`src/rtl/sreg_pkg.sv`:
```
// sreg_pkg: shared types and constants for the sreg_xfer frame shifter.
//   state_t        : FSM states (IDLE waits for a frame, SHIFT serialises it)
//   DIR_LSB_FIRST  : word 0 is transmitted first
//   DIR_MSB_FIRST  : word N-1 is transmitted first
package sreg_pkg;
    typedef enum logic {IDLE, SHIFT} state_t;
    localparam logic DIR_LSB_FIRST = 1'b0;
    localparam logic DIR_MSB_FIRST = 1'b1;
endpackage

```
`src/rtl/sreg_xfer.sv`:
```
// sreg_xfer: full-duplex N-word frame shifter with valid/ready load and per-frame direction.
//   clk, rstn             : clock, asynchronous active-low reset
//   load_valid/load_ready : parallel frame handshake; load_data word i = bits [(i+1)*W-1:i*W]
//   dir                   : 0 = word 0 first, 1 = word N-1 first (sampled on load)
//   en                    : shift enable (only meaningful while busy)
//   si / so, so_valid     : serial word in / registered serial word out, out updated this edge
//   cap_data, cap_valid   : last fully received frame, one-cycle update pulse
//   busy                  : frame in progress
module sreg_xfer
    import sreg_pkg::*;
#(
    parameter int N = 4,
    parameter int W = 1
) (
    input  logic           clk,
    input  logic           rstn,
    input  logic           load_valid,
    output logic           load_ready,
    input  logic [N*W-1:0] load_data,
    input  logic           dir,
    input  logic           en,
    input  logic [W-1:0]   si,
    output logic [W-1:0]   so,
    output logic           so_valid,
    output logic [N*W-1:0] cap_data,
    output logic           cap_valid,
    output logic           busy
);
    localparam int CW = $clog2(N);

    state_t               state, state_n;
    logic [N-1:0][W-1:0]  ff, up, dn, nxt;
    logic                 dir_q;
    logic [CW-1:0]        cnt;
    logic                 last;

    // up: array moves toward word 0 (LSB-first), si enters at N-1.
    // dn: array moves toward word N-1 (MSB-first), si enters at 0.
    for (genvar i = 0; i < N; i++) begin : g_nb
        if (i == N-1) begin : g_top
            assign up[i] = si;
        end else begin : g_mid_up
            assign up[i] = ff[i+1];
        end
        if (i == 0) begin : g_bot
            assign dn[i] = si;
        end else begin : g_mid_dn
            assign dn[i] = ff[i-1];
        end
    end

    assign nxt  = (dir_q == DIR_MSB_FIRST) ? dn : up;
    assign last = cnt == CW'(N-1);

    always_ff @(posedge clk or negedge rstn) begin
        if (!rstn) state <= IDLE;
        else       state <= state_n;
    end

    always_comb begin
        load_ready = state == IDLE;
        busy       = state == SHIFT;
        state_n    = (state == IDLE) ? (load_valid ? SHIFT : IDLE)
                                     : ((en && last) ? IDLE : SHIFT);
    end

    always_ff @(posedge clk or negedge rstn) begin
        if (!rstn) begin
            ff        <= '0;
            dir_q     <= 1'b0;
            cnt       <= '0;
            so        <= '0;
            so_valid  <= 1'b0;
            cap_data  <= '0;
            cap_valid <= 1'b0;
        end else begin
            so_valid  <= 1'b0;
            cap_valid <= 1'b0;
            if (state == IDLE && load_valid) begin
                ff    <= load_data;
                dir_q <= dir;
                cnt   <= '0;
            end
            if (state == SHIFT && en) begin
                so       <= (dir_q == DIR_MSB_FIRST) ? ff[N-1] : ff[0];
                ff       <= nxt;
                so_valid <= 1'b1;
                // Counter returns to 0 on the final shift rather than wrapping.
                cnt      <= last ? '0 : cnt + 1'b1;
                if (last) begin
                    cap_data  <= nxt;
                    cap_valid <= 1'b1;
                end
            end
        end
    end
endmodule

```
`config.mk`:
```
export PLATFORM = sky130hd
export DESIGN_NAME = sreg_xfer
export DESIGN_NICKNAME = d
export VERILOG_FILES = /design/src/rtl/sreg_pkg.sv /design/src/rtl/sreg_xfer.sv
export SDC_FILE = /design/constraint.sdc
export NUM_CORES = 1
export LEC_CHECK = 0
export CORE_MARGIN = 10
export CORE_UTILIZATION = 48
export DETAILED_ROUTE_END_ITERATION = 12
export GPL_ROUTABILITY_DRIVEN = 0
export PLACE_DENSITY = 0.87
export RECOVER_POWER = 25
export SLEW_MARGIN = 20
export SYNTH_ARGS = -nofsm -noshare
export SYNTH_HDL_FRONTEND = slang
export SYNTH_SLANG_ARGS = --single-unit
export TNS_END_PERCENT = 10
```
`constraint.sdc`:
```
create_clock -name clk -period 3.3 [get_ports clk]
set_input_delay 0.33 -clock clk [delete_from_list [all_inputs] [get_ports clk]]
set_output_delay 0.33 -clock clk [all_outputs]
set_load 0.02 [all_outputs]
```
==> impl_results.md <==
* Post-CTS Setup Bufs at 0
* Count leader, synth: dfrtp_1
* Leakage at about 0.4 nW
* HPWL after DPL at 1120 microns
* Switch share at 37.6%
* Post-synth top area share at 55.7%
* Via count at about 490
* Final setup violation count at 0
* Initial antenna violation count at 0
* Power, Total at 0.775 mW
* DR iter-0 viols at 8
* Final net count at 91
* Routed Antenna Nets at 0
* Design Area, Final at between 800 and 900 sq um
* Clock power frac at ~14%
* Largest vdd supply drop at 0.000448 V
* Final WL at about 1400 microns
* FP Rows at 13
* Synthesis-to-finish area growth at 31.0%
* Syn Inst Count at between 50 and 60
* Tot GR Track Use at around 9.2%
* Critical Path Source: busy
* Flop pwr share at about 43%
* Worst slew pin tran at 0.666 ns
* Startpoint types: flop
* Setup CP Type: reg2out
* P per Cell Area at a little under 900 nW/um^2
* Avg Cell Area, Syn at around 11 sq um
* Die Area at between 3000 and 4000 sq um
* Clock slew at reported path FFs at roughly 0.090 ns
* Top FF cell, synth: dfrtp_1
* Register bit total from synthesis at 15
* Initial Util at 51.2%
* P_sw at just under 0.3 mW
* Worst Skew at roughly 0.0032 ns
* Vias per cell at ~5.3
* Clock tree root driver cell: clkbuf_4
* P_int at about 0.48 mW
* Asr flop ratio synth at 100%
* Resize count post-CTS at 0
* Post-Synthesis Cell Area at between 600 and 700 sq um
* Combinational share of power at a little over two fifths
* CTS tree: done
* Fin crit share at between 50% and 60%
* CP Max Fanout at 7
* Htree depth at 1
* Fin. Hold Viols at 0
* Clock Latency Late Sink at ~0.28 ns
* Yosys top cell by area: dfrtp_1
* Vias in the first global route at between 500 and 600
* Fillers at 95
* CP Data Arrival Time at 1.49 ns
* Die X at 57.5 microns
* Post-route setup TNS at 0 ns
* # diodes at 0
* Share of layout cells above drive strength 1 at roughly 6.3%
* Max frequency at 548 MHz
* Core area at around 1300 sq um
* Drt pass-1 iters at 4
* Register area share after synthesis at 55.7%
* Hold buffer count at CTS at 0
* Die Y at roughly 57 microns
* Yosys warns at 0
* Synth top cells by count: dfrtp_1 (15), mux2i_1 (13), nand2_1 (9)
* Max-slew violations at 0
* Max Cap Viol at 0
* FF-to-FF Start: busy
* DP Area at 857 sq um
* Hold Crit Class: reg2reg
* PortBufs at 18
* Drt wl/cell at 15.2 microns
* First-pass GRT wire length at ~2400 microns
* Longest Clk Path Bufs at 2
* Crit end category: output port
* Total gr overflow at 0
* Synth unique cells at 15
* Worst Hold Launch: so
* Normalized max-slew margin at 55.5%
* Outcome: finished clean
* CP required at roughly 3.0 ns
* Final Critical Period at approximately 1.8 ns
* Pin count of the biggest net entering global routing at 16
* RSZ-0062 raised after global routing: false
* Sink Count at 15
* Synth top area cells: dfrtp_1 (56%), mux2i_1 (19%), o21ai_0 (5.2%)
* TritonCTS Buffers at 3
* I/O Pins at 19
* DRC at 0
* Syn_nets at 70
* Number of synthesized flops with an enable pin at 0
layout by cell type (no fill, tap or decap):
cell type,n
mux2_4,1
mux2i_1,13
dfrtp_1,15
nand3_1,1
clkdlybuf4s50_1,17
ha_1,1
o21ai_0,7
clkbuf_4,3
dlygate4sd3_1,1
nor2_1,3
nand2_1,9
inv_1,3
o211ai_1,1
clkbuf_1,1
nor2b_1,1
o22ai_1,1
nor2b_2,1
routing by layer:
| layer | vias up | wire, microns | track usage, % |
|---|---|---|---|
| met4 | 0 | 13 | 5.03 |
| met5 | - | 0 | 0 |
| li1 | 242 | - | - |
| met1 | 233 | 617 | 10.0 |
| met3 | 2 | 137 | 5.09 |
| met2 | 17 | 657 | 14.0 |
area by class of cell:
| type | count | area [sq um] | share of cell area [%] |
|---|---|---|---|
| inverters | 3 | 11.3 | 1.27 |
| well taps | 15 | 18.8 | 2.12 |
| repair buffers | 18 | 180 | 20.4 |
| clock buffers | 4 | 26.3 | 2.97 |
| multi-input cells | 39 | 272 | 30.7 |
| flip-flops and latches | 15 | 375 | 42.5 |
power by group through the flow:
stage / clock [mW] / sequential, mW / combinational [mW]
2_1_floorplan: 0 / 0.356 / 0.188
5_1_grt: 0.117 / 0.345 / 0.372
6_report: 0.105 / 0.334 / 0.336
4_1_cts: 0.106 / 0.334 / 0.345
3_3_place_gp: 0 / 0.333 / 0.331
3_5_place_dp: 0 / 0.338 / 0.344
sequential cells by signal, summed over array words and instances (netlist names):
register   flops
cnt            2
dir_q          1
so_valid       1
busy           1
ff             1
cap_data       4
dn             3
so             1
cap_valid      1
worst paths after layout:
kind / end / slack (ns) / depth (start not counted)
setup / recovery: load_ready / 1.48 / 2
hold / removal: so / 0.48 / 2
setup reg to reg: dn[1] / 2.06 / 3
hold reg to reg: so / 0.48 / 2
max in group asynchronous: cap_data[0] / 2.36 / 1
min in group asynchronous: dn[1] / 0.52 / 1
worst max-delay path: stages (launching register included):
cell             delay [ns]
dfrtp_1                0.46
inv_1                  0.14
clkdlybuf4s50_1        0.62
through the flow:
stage | setup WS (ns) | hold WS, ns | cells | util, %
2_1_floorplan | 2.14 | 0.0344 | 59 | -
3_3_place_gp | 1.72 | 0.465 | 90 | 65.1
3_5_place_dp | 1.65 | 0.470 | 90 | 65.1
4_1_cts | 1.46 | 0.470 | 94 | 67.0
5_1_grt | 1.41 | 0.517 | 94 | 67.0
6_report | 1.48 | 0.484 | 94 | 67.0
logic make-up (layout without fill, tap and decap cells):
kind of cell	Yosys count	in the layout	synth area share, %
multiplexers	14	14	21.5
adder cells (fa/ha/maj)	1	1	1.85
buffers and inverters	5	25	4.08
AO/OA/AOI/OAI	9	9	7.24
AND/OR/NAND/NOR	15	15	9.65
flip-flops	15	15	55.7
Note: power is estimated with default switching activity, not from simulation.
